`src/rtl/pq_pkg.sv`:
```
// Shared definitions for the PQ accelerator cluster: the sampler-sequencer state
// encoding, the modulus and the binomial sampler mode codes.
package pq_pkg;

  typedef enum logic [1:0] {
    ST_IDLE  = 2'd0,
    ST_RUN   = 2'd1,
    ST_DRAIN = 2'd2,
    ST_DONE  = 2'd3
  } binom_ctrl_state_t;

  localparam int PARAM_Q = 12289;

  localparam logic [1:0] BINOM_ETA2  = 2'b00;
  localparam logic [1:0] BINOM_ETA4  = 2'b01;
  localparam logic [1:0] BINOM_ETA8  = 2'b10;
  localparam logic [1:0] BINOM_ETA16 = 2'b11;

endpackage

```
`src/rtl/binom_poly_sampler_ctrl_if.sv`:
```
// Random-word input stream and coefficient write port of the binomial sampler
// sequencer; master is the sequencer, slave is the surrounding fabric.
interface binom_poly_sampler_ctrl_if #(
  parameter int DATA_WIDTH = 16,
  parameter int ADDR_WIDTH = 10
);
  logic                    rnd_valid;
  logic                    rnd_ready;
  logic [2*DATA_WIDTH-1:0] rnd_data;
  logic                    coef_valid;
  logic                    coef_ready;
  logic [ADDR_WIDTH-1:0]   coef_addr;
  logic [2*DATA_WIDTH-1:0] coef_data;

  modport master (
    input  rnd_valid, rnd_data, coef_ready,
    output rnd_ready, coef_valid, coef_addr, coef_data
  );

  modport slave (
    output rnd_valid, rnd_data, coef_ready,
    input  rnd_ready, coef_valid, coef_addr, coef_data
  );
endinterface

```
`src/rtl/binom_sample.sv`:
```
// Combinational centred-binomial sampler: popcount(in_1) - popcount(in_2) over the
// low 2/4/8/16 bits selected by mode, returned as a residue in [0, PARAM_Q).
module binom_sample #(
  parameter int DATA_WIDTH = 16,
  parameter int PARAM_Q    = 12289
) (
  input  logic [DATA_WIDTH-1:0]   in_1,
  input  logic [DATA_WIDTH-1:0]   in_2,
  input  logic [1:0]              mode,
  output logic [2*DATA_WIDTH-1:0] result
);
  import pq_pkg::*;

  localparam int CW = $clog2(DATA_WIDTH + 1);
  localparam logic signed [2*DATA_WIDTH-1:0] QW = (2*DATA_WIDTH)'(PARAM_Q);

  function automatic int op_bits(input logic [1:0] m);
    case (m)
      BINOM_ETA2: return 2;
      BINOM_ETA4: return 4;
      BINOM_ETA8: return 8;
      default:    return 16;
    endcase
  endfunction

  function automatic logic [CW-1:0] popcnt(input logic [DATA_WIDTH-1:0] v, input logic [1:0] m);
    logic [CW-1:0] c;
    c = '0;
    for (int i = 0; i < DATA_WIDTH; i++)
      if (i < op_bits(m)) c = c + CW'(v[i]);
    return c;
  endfunction

  // Negative differences fold into the upper end of the residue range.
  function automatic logic [2*DATA_WIDTH-1:0] mod_q(input logic signed [CW:0] d);
    logic signed [2*DATA_WIDTH-1:0] w;
    w = {{(2*DATA_WIDTH-CW-1){d[CW]}}, d};
    if (w < 0) w = w + QW;
    return $unsigned(w);
  endfunction

  logic signed [CW:0] diff;

  always_comb begin
    diff   = $signed({1'b0, popcnt(in_1, mode)}) - $signed({1'b0, popcnt(in_2, mode)});
    result = mod_q(diff);
  end

endmodule

```
`src/rtl/binom_poly_sampler_ctrl.sv`:
```
// Fills one polynomial with centred-binomial coefficients: one random word per
// coefficient in, one registered RAM write per coefficient out, consecutive addresses.
module binom_poly_sampler_ctrl #(
  parameter int DATA_WIDTH = 16,
  parameter int N_COEFF    = 1024,
  parameter int ADDR_WIDTH = 10,
  parameter int PARAM_Q    = pq_pkg::PARAM_Q
) (
  input  logic                  clk,
  input  logic                  rst_n,
  input  logic                  start,
  input  logic                  abort,
  input  logic [1:0]            mode,
  input  logic [ADDR_WIDTH-1:0] base_addr,
  binom_poly_sampler_ctrl_if.master bus,
  output logic                  busy,
  output logic                  done
);
  import pq_pkg::*;

  localparam int CNT_W = $clog2(N_COEFF) + 1;
  localparam logic [CNT_W-1:0] N_LAST = CNT_W'(N_COEFF - 1);
  localparam logic [CNT_W-1:0] N_FULL = CNT_W'(N_COEFF);

  binom_ctrl_state_t state, state_nxt;

  logic [1:0]              mode_lat;
  logic [ADDR_WIDTH-1:0]   base_lat;
  logic [CNT_W-1:0]        issue_cnt;
  logic [CNT_W-1:0]        write_cnt;
  logic [2*DATA_WIDTH-1:0] smp_res;
  logic [2*DATA_WIDTH-1:0] data_p1;
  logic [ADDR_WIDTH-1:0]   addr_p1;
  logic                    vld_p1;
  logic                    in_hs;
  logic                    wr_hs;
  logic                    go;

  assign in_hs = bus.rnd_valid && bus.rnd_ready;
  assign wr_hs = vld_p1 && bus.coef_ready;
  assign go    = (state == ST_IDLE) && start && !abort;

  binom_sample #(
    .DATA_WIDTH (DATA_WIDTH),
    .PARAM_Q    (PARAM_Q)
  ) u_sample (
    .in_1   (bus.rnd_data[DATA_WIDTH-1:0]),
    .in_2   (bus.rnd_data[2*DATA_WIDTH-1:DATA_WIDTH]),
    .mode   (mode_lat),
    .result (smp_res)
  );

  always_ff @(posedge clk or negedge rst_n) begin
    if (!rst_n) state <= ST_IDLE;
    else        state <= state_nxt;
  end

  always_comb begin
    state_nxt = state;
    if (abort) begin
      state_nxt = ST_IDLE;
    end else begin
      case (state)
        ST_IDLE:  if (start) state_nxt = ST_RUN;
        ST_RUN:   if ((in_hs && issue_cnt == N_LAST) || issue_cnt == N_FULL) state_nxt = ST_DRAIN;
        ST_DRAIN: if (wr_hs && write_cnt == N_LAST) state_nxt = ST_DONE;
        ST_DONE:  state_nxt = ST_IDLE;
        default:  state_nxt = ST_IDLE;
      endcase
    end
  end

  // A word is only taken when the output register is empty or draining this cycle.
  always_comb begin
    bus.rnd_ready = (state == ST_RUN) && !abort && (!vld_p1 || bus.coef_ready)
                    && (issue_cnt < N_FULL);
    busy          = (state == ST_RUN) || (state == ST_DRAIN);
    done          = (state == ST_DONE);
  end

  // Stage p1: registered coefficient, held while the RAM stalls.
  always_ff @(posedge clk or negedge rst_n) begin
    if (!rst_n) begin
      mode_lat  <= '0;
      base_lat  <= '0;
      issue_cnt <= '0;
      write_cnt <= '0;
      vld_p1    <= 1'b0;
      data_p1   <= '0;
      addr_p1   <= '0;
    end else begin
      if (go) begin
        mode_lat  <= mode;
        base_lat  <= base_addr;
        issue_cnt <= '0;
        write_cnt <= '0;
      end
      if (in_hs) begin
        issue_cnt <= issue_cnt + 1'b1;
        data_p1   <= smp_res;
        addr_p1   <= base_lat + ADDR_WIDTH'(issue_cnt);
      end
      if (wr_hs) write_cnt <= write_cnt + 1'b1;
      if (abort)      vld_p1 <= 1'b0;
      else if (in_hs) vld_p1 <= 1'b1;
      else if (wr_hs) vld_p1 <= 1'b0;
    end
  end

  assign bus.coef_valid = vld_p1;
  assign bus.coef_data  = data_p1;
  assign bus.coef_addr  = addr_p1;

endmodule

```
`src/flat_wrapper.sv`:
```
// flat-port wrapper written by rule: the top's interface ports become plain ports
module binom_poly_sampler_ctrl_flat import pq_pkg::*;
#(
  parameter int DATA_WIDTH = 16,
  parameter int N_COEFF    = 1024,
  parameter int ADDR_WIDTH = 10,
  parameter int PARAM_Q    = pq_pkg::PARAM_Q
)
  (clk, rst_n, start, abort, mode, base_addr, busy, done, bus_rnd_valid, bus_rnd_data, bus_coef_ready, bus_rnd_ready, bus_coef_valid, bus_coef_addr, bus_coef_data);
  binom_poly_sampler_ctrl_if #(.DATA_WIDTH(DATA_WIDTH), .ADDR_WIDTH(ADDR_WIDTH)) bus_i ();
  input  logic clk;
  input  logic rst_n;
  input  logic start;
  input  logic abort;
  input  logic [1:0] mode;
  input  logic [ADDR_WIDTH-1:0] base_addr;
  output logic busy;
  output logic done;
  input wire logic [$bits(bus_i.rnd_valid)-1:0] bus_rnd_valid;
  input wire logic [$bits(bus_i.rnd_data)-1:0] bus_rnd_data;
  input wire logic [$bits(bus_i.coef_ready)-1:0] bus_coef_ready;
  output wire logic [$bits(bus_i.rnd_ready)-1:0] bus_rnd_ready;
  output wire logic [$bits(bus_i.coef_valid)-1:0] bus_coef_valid;
  output wire logic [$bits(bus_i.coef_addr)-1:0] bus_coef_addr;
  output wire logic [$bits(bus_i.coef_data)-1:0] bus_coef_data;
  assign bus_i.rnd_valid = bus_rnd_valid;
  assign bus_i.rnd_data = bus_rnd_data;
  assign bus_i.coef_ready = bus_coef_ready;
  assign bus_rnd_ready = bus_i.rnd_ready;
  assign bus_coef_valid = bus_i.coef_valid;
  assign bus_coef_addr = bus_i.coef_addr;
  assign bus_coef_data = bus_i.coef_data;
  binom_poly_sampler_ctrl #(.DATA_WIDTH(DATA_WIDTH), .N_COEFF(N_COEFF), .ADDR_WIDTH(ADDR_WIDTH), .PARAM_Q(PARAM_Q)) u_core (.clk(clk), .rst_n(rst_n), .start(start), .abort(abort), .mode(mode), .base_addr(base_addr), .bus(bus_i), .busy(busy), .done(done));
endmodule
```
`config.mk`:
```
export PLATFORM = sky130hd
export DESIGN_NAME = binom_poly_sampler_ctrl_flat
export DESIGN_NICKNAME = d
export VERILOG_FILES = /design/src/rtl/pq_pkg.sv /design/src/rtl/binom_poly_sampler_ctrl_if.sv /design/src/rtl/binom_sample.sv /design/src/rtl/binom_poly_sampler_ctrl.sv /design/src/flat_wrapper.sv
export SDC_FILE = /design/constraint.sdc
export NUM_CORES = 1
export LEC_CHECK = 0
export CORE_MARGIN = 1.5
export CORE_UTILIZATION = 30
export DETAILED_ROUTE_END_ITERATION = 12
export GPL_ROUTABILITY_DRIVEN = 0
export SETUP_SLACK_MARGIN = 0.02
export SYNTH_ARGS = -nofsm -noshare
export SYNTH_HDL_FRONTEND = slang
export SYNTH_HIERARCHICAL = 1
export SYNTH_SLANG_ARGS = --single-unit
```
`constraint.sdc`:
```
create_clock -name clk -period 11.9 [get_ports clk]
set_input_delay 2.38 -clock clk [delete_from_list [all_inputs] [get_ports clk]]
set_output_delay 2.38 -clock clk [all_outputs]
set_load 0.02 [all_outputs]
```
Word-level counts from Yosys, hierarchy flattened --
Cells that the tools add are included.
Storage, ports and cells: input bits 50, output and inout port bits 46, register bits after elaboration 79
Cells by class: reductions and logical operators 20, add/sub/neg operators 35, equal/unequal tests 11, multiplexer cells 45, magnitude comparators 18
Operators with widths (count):
- less-than comparator 5 x 32 -> 1 bit (first input constant) | 8
- adder 5 x 1 -> 5 bit | 30
- two-way mux 5 bit | 30
- less-than comparator 4 x 32 -> 1 bit (first input constant) | 4
- less-than comparator 3 x 32 -> 1 bit (first input constant) | 2
- two-way mux 11 bit | 3
- less-than comparator 2 x 32 -> 1 bit (first input constant) | 1
- two-way mux 32 bit | 1
- adder 11 x 1 -> 11 bit (second input constant) | 2
- == test 11 x 10 -> 1 bit (second input constant) | 2
- adder 6 x 15 -> 16 bit (second input constant) | 1
- case mux 5 bit (3 select lines) | 1
- == test 11 bit (second input constant) | 1
- less-than comparator 11 bit (second input constant) | 1
- adder 10 bit | 1
- logical AND 1 bit | 9
- two-way mux 2 bit | 4
- case mux 2 bit (4 select lines) | 1
- == test 2 bit (second input constant) | 3
- less-than comparator 6 x 1 -> 1 bit (second input constant) | 1
- != test 3 x 2 -> 1 bit (second input constant) | 2
- subtractor 5 x 5 -> 6 bit | 1
- less-than comparator 1 x 5 -> 1 bit (first input constant) | 1
- two-way mux 1 bit | 5
- other kinds (8) | 14

Longest topological paths before layout --
word-level depth 37, gate-level depth with buffers 53, depth with buffers taken out 50

Hierarchy --
Netlist, hierarchy kept.
By module, submodules not included:
- binom_poly_sampler_ctrl | times used 1, cells an instance 402, seq. area each 1976.9 um^2, area each 3791.1 um^2
- binom_sample | times used 1, cells an instance 491, seq. area each 0.0 um^2, area each 3768.6 um^2

Worst setup path before layout --
OpenSTA, ideal clock, no wires.
kind input -> register, from input bus_rnd_data[16], to register u_core.data_p1[10], in the netlist u_core/bus.coef_data[10], stages on the path 46, data arrival time 11.405 ns, buffers on the path 1, data required time 11.783 ns, setup slack 0.377 ns, path through fa_1 > nand2_1 > nand2_1 > ha_1 > nand2_1 > nand2_1 > ha_1 > ha_1 > a21o_1 > ha_1 > a21o_1 > ha_1 > and2_1 > or2_2 > ha_1 > a21o_1 > ha_1 > o21a_1 > (+10 left out) > ha_1 > o21a_1 > ha_1 > nand2_1 > or4_1 > mux2i_1 > xnor2_1 > nand2_1 > xnor2_1 > ha_1 > a21o_1 > clkbuf_1 > inv_1 > nand2_1 > nor3_1 > nor2_1 > nand2_1 > nand2_1
Between the ends: cells in the longest elaborated chain, start to end 34, elaborated cells on any way between the ends 35, those cells by class add/sub (17); order compare (1); mux (17)
Ends and longest elaborated chain:
- start: declaration | line flat_wrapper.sv:20 | input wire logic [$bits(bus_i.rnd_data)-1:0] bus_rnd_data;
- two-way mux 1 bit (*) | line binom_sample.sv:30 | if (i < op_bits(m)) c = c + CW'(v[i]);
- adder 5 x 1 -> 5 bit | line binom_sample.sv:30
- two-way mux 5 bit (*) | line binom_sample.sv:30
- adder 5 x 1 -> 5 bit | line binom_sample.sv:30
- two-way mux 5 bit (*) | line binom_sample.sv:30
- adder 5 x 1 -> 5 bit | line binom_sample.sv:30
- two-way mux 5 bit (*) | line binom_sample.sv:30
- adder 5 x 1 -> 5 bit | line binom_sample.sv:30
- (+19 left out)
- adder 5 x 1 -> 5 bit | line binom_sample.sv:30
- two-way mux 5 bit (*) | line binom_sample.sv:30
- adder 5 x 1 -> 5 bit | line binom_sample.sv:30
- two-way mux 5 bit (*) | line binom_sample.sv:30
- subtractor 5 x 5 -> 6 bit (*) | line binom_sample.sv:45 | diff = $signed({1'b0, popcnt(in_1, mode)}) - $signed({1'b0, popcnt(in_2, mode)});
- adder 6 x 15 -> 16 bit / less-than comparator 6 x 1 -> 1 bit (equally long branches) | line binom_sample.sv:38 | if (w < 0) w = w + QW;
- two-way mux 32 bit (*) | line binom_sample.sv:38
- net u_core.smp_res[10] | line binom_poly_sampler_ctrl.sv:31 | logic [2*DATA_WIDTH-1:0] smp_res;
- end signal: assignment | line binom_poly_sampler_ctrl.sv:100 | data_p1 <= smp_res;
- end: declaration | line binom_poly_sampler_ctrl.sv:32 | logic [2*DATA_WIDTH-1:0] data_p1;
The timed path passes the listed nets; every way through them passes the cells marked *. A chain may end at the register's enable or synchronous reset.

Worst setup path after layout --
from input bus_rnd_data[2], to register u_core.data_p1[10], in the netlist u_core/bus.coef_data[10]
Between the ends: cells in the longest elaborated chain, start to end 31, elaborated cells on any way between the ends 32, those cells by class add/sub (16); order compare (1); mux (15)
Ends and longest elaborated chain (line):
- adder 5 x 1 -> 5 bit (*) | binom_sample.sv:30
- two-way mux 5 bit (*) | binom_sample.sv:30
- adder 5 x 1 -> 5 bit | binom_sample.sv:30
- two-way mux 5 bit (*) | binom_sample.sv:30
- adder 5 x 1 -> 5 bit | binom_sample.sv:30
- two-way mux 5 bit (*) | binom_sample.sv:30
- adder 5 x 1 -> 5 bit | binom_sample.sv:30
- two-way mux 5 bit (*) | binom_sample.sv:30
- (+16 left out)
- adder 5 x 1 -> 5 bit | binom_sample.sv:30
- two-way mux 5 bit (*) | binom_sample.sv:30
- adder 5 x 1 -> 5 bit | binom_sample.sv:30
- two-way mux 5 bit (*) | binom_sample.sv:30
- subtractor 5 x 5 -> 6 bit (*) | binom_sample.sv:45
- adder 6 x 15 -> 16 bit / less-than comparator 6 x 1 -> 1 bit (equally long branches) | binom_sample.sv:38
- two-way mux 32 bit (*) | binom_sample.sv:38
- net u_core.smp_res[10] | binom_poly_sampler_ctrl.sv:31
Marks and branches as above.

==> out/results.tsv <==
stage	metric	value	unit
outcome	outcome	completed	
synth	yosysUniqueCellTypes	87	
synth	yosysWarnings	6	
worst_setup_path	worstReg2RegStart	u_core/mode_lat[0]	
worst_setup_path	path_max_fanout	4	
drt	wire_per_inst	13.4	µm
floorplan	rows	57	
synth	yosys.area_share.simple	21.5	%
worst_setup_path	crit_path_max_incr_delay	0.50	ns
sta	finClkSkew	0.00861	ns
synth	synth_top_family_by_area	simple AND/OR/NAND/NOR gates	
grt	grt_max_degree	80	
cts	cts_tree	done	
cts	cts_made_buffers	9	
worst_setup_path	path_delay_family	adder cells	
floorplan	die_w	162	µm
final_layout	diodes	0	
worst_setup_path	reg2reg_depth	49	
floorplan	core_region_area	24500	µm²
synth	avgSynthCellArea	8.47	µm²
synth	ys_ff_latch	79	
sta	min_period_over_period	95.2	%
worst_setup_path	path_class	primary input to flip-flop	
synth	syn_inst	893	
cts	cts.path.max_buffers	2	
synth	yosysSeqAreaShare	26.2	%
worst_setup_path	cp.required	12.13	ns
final_layout	area_growth	23.7	%
floorplan	dieArea	26200	µm²
drt	drt_drc_violations_left	0	
placed_design	portBuffers	95	
final_layout	fin_cells	1319	
floorplan	chipHeight	162	µm
cts	clk_pin_slew_worst_paths	0.06	ns
drt	dr.pass1.iters	4	
floorplan	start_util	30.8	%
grt	overflow	0	
synth	muxShareOfSynthArea	3.76	%
cts	ctsRootBufferMaster	clkbuf_16	
synth	synth-xor-area-share	10.6	%
synth	synth-edff-count	0	
drt	via_count	6344	
worst_setup_path	critPathLaunchType	primary input	
drt	postRouteAntennaNets	0	
drt	drt_wl_total	17.7	mm
grt	gr-usage-all-layers	14.0	%
synth	synth_compound_area_share	18.0	%
cts	clkLatencyLatePin	0.34	ns
cts	htreeDepth	3	
floorplan	io_pins	96	
synth	synthesis.area	7560	µm²
min_path	hold_start	u_core/bus.coef_data[11]	
final_layout	layout.nets	1124	
worst_setup_path	reg2reg_slack	1.98	ns
placed_design	dp_hpwl	13.0	mm
sta	fmax	0.0883	GHz
synth	yosys_most_used_dff	dfrtp_1	
sta	setup_viol	0	
worst_setup_path	path_buf_inv	3	
placed_design	place_inst	1302	
sta	tightestPinTransition	0.998	ns
grt	antenna_found_initial	0	
sta	fin_crit	11.33	ns
worst_setup_path	cpMostUsedCell	ha_1	
grt	grt_pass1_wl	30.2	mm
final_layout	final_core_util	38.1	%
sta	fin_setup_tns	0	ns
job	cap_violations	0	
final_layout	drive_above_1_share	10.6	%
worst_setup_path	cp_data_arrival_time	11.55	ns
sta	relSlewSlack	33.4	%
synth	ys_async_sr_fraction	100	%
min_path	hold_end	u_core/bus.coef_data[11]	
grt	grt_pass1_vias	6228	
min_path	worst_hold_path.num_cells	2	
cts	cts.sinks	79	
drt	first_iter_violations	357	
sta	rsz0062_at_grt	no	
worst_setup_path	crit_path_top_delay_cell	clkdlybuf4s50_1	
drt	viasPerCell	4.81	
sta	maxSlewViolCount	0	
synth	yosys.area_share.adder	14.3	%
worst_setup_path	endpoint_kind	flip-flop	
worst_setup_path	r2r_end	u_core/bus.coef_data[10]	
sta	hold_viol	0	
sta	setup_ws	0.574	ns
min_path	hp-class	flip-flop to flip-flop	
placed_design	preCtsSetupSlack	-0.160	ns
[sequential cells by signal, summed over array words and instances, names as in the netlist]
| register | count |
|---|---|
| u_core/bus.coef_valid | 1 |
| u_core/state | 2 |
| u_core/base_lat | 10 |
| u_core/bus.coef_data | 32 |
| u_core/write_cnt | 11 |
| u_core/bus.coef_addr | 10 |
| u_core/mode_lat | 2 |
| u_core/issue_cnt | 11 |
[cell usage after synthesis (13+ instances only)]
library cell  number  area [µm²]
a21o_1            30         225
a21oi_1           34         170
ha_1              80        1000
o21a_1            17         128
clkbuf_1          29         109
xnor2_1           50         438
nand2_1          187         702
dfrtp_1           79        1980
mux2_2            13         146
nand4_1           16         100
inv_1             27         101
o21ai_0           51         255
xor2_1            17         149
buf_4             19         143
nand3_1           22         110
nor2_1            43         161
[cell usage in the layout (no fill, tap or decap), types with 22 or more instances in the layout]
master,netlist,routed
nand2_1,187,186
clkdlybuf4s50_1,0,89
dfrtp_1,79,79
ha_1,80,74
o21ai_0,51,49
xnor2_1,50,44
nor2_1,43,43
a21oi_1,34,34
buf_4,19,30
a21o_1,30,30
inv_1,27,27
nand3_1,22,22
[repair_timing]
item                                    4_1_cts  5_1_grt
buffers inserted                              0        1
hold buffers                                  0        0
resized for setup                             0       23
endpoints found under the setup margin        0       14
[final cells by class]
type	count	area [µm²]
fillers	2539	15200
multi-input cells	748	5340
flip-flops and latches	79	1980
repair buffers	124	1180
well taps	324	405
clock buffers	11	233
clock inverters	5	106
inverters	28	105
[how the worst max path moves through the flow]
| stage | slack [ns] | from | cells after the start | end |
|---|---|---|---|---|
| 2_1_floorplan | 0.38 | bus_rnd_data[16] | 46 | u_core/bus.coef_data[10] |
| 6_report | 0.57 | bus_rnd_data[2] | 46 | u_core/bus.coef_data[10] |
| 3_5_place_dp | -0.16 | bus_rnd_data[16] | 46 | u_core/bus.coef_data[6] |
| 5_1_grt | 0.02 | bus_rnd_data[2] | 50 | u_core/bus.coef_data[6] |
| 3_3_place_gp | -0.007 | bus_rnd_data[16] | 46 | u_core/bus.coef_data[10] |
| 4_1_cts | 0.16 | bus_rnd_data[16] | 46 | u_core/bus.coef_data[10] |
[through the flow]
step / cell area, µm² / hold slack (ns)
finish: 9350 / 0.472
global route: 9350 / 0.505
CTS: 9210 / 0.478
detailed placement: 8870 / 0.461
global placement: 8870 / 0.457
floorplan: 7620 / 0.451
[cell families (layout without fill, tap and decap cells)]
group           after synthesis  in the layout
simple gates                346            346
compound gates              197            197
fa+ha+maj                    84             84
buf+inv                      83            168
flops                        79             79
xor+xnor                     78             78
mux                          25             25
other cells                   1             18
[layer usage]
layer	share of wire, %	up-vias	global-route usage, %
li1	-	3301	-
met1	49	2944	18.7
met2	46	88	23.0
met3	4.0	11	3.01
met4	1.1	0	3.09
met5	0	-	0
[worst min-delay path: cells and delay by family, from the launching register on]
family | cells | cell delay (ns)
AND/OR/NAND/NOR | 2 | 0.10
flip-flops | 1 | 0.34
Power is not shown: default switching activity piles up to over one toggle a cycle in this logic, so the estimate is an artifact.
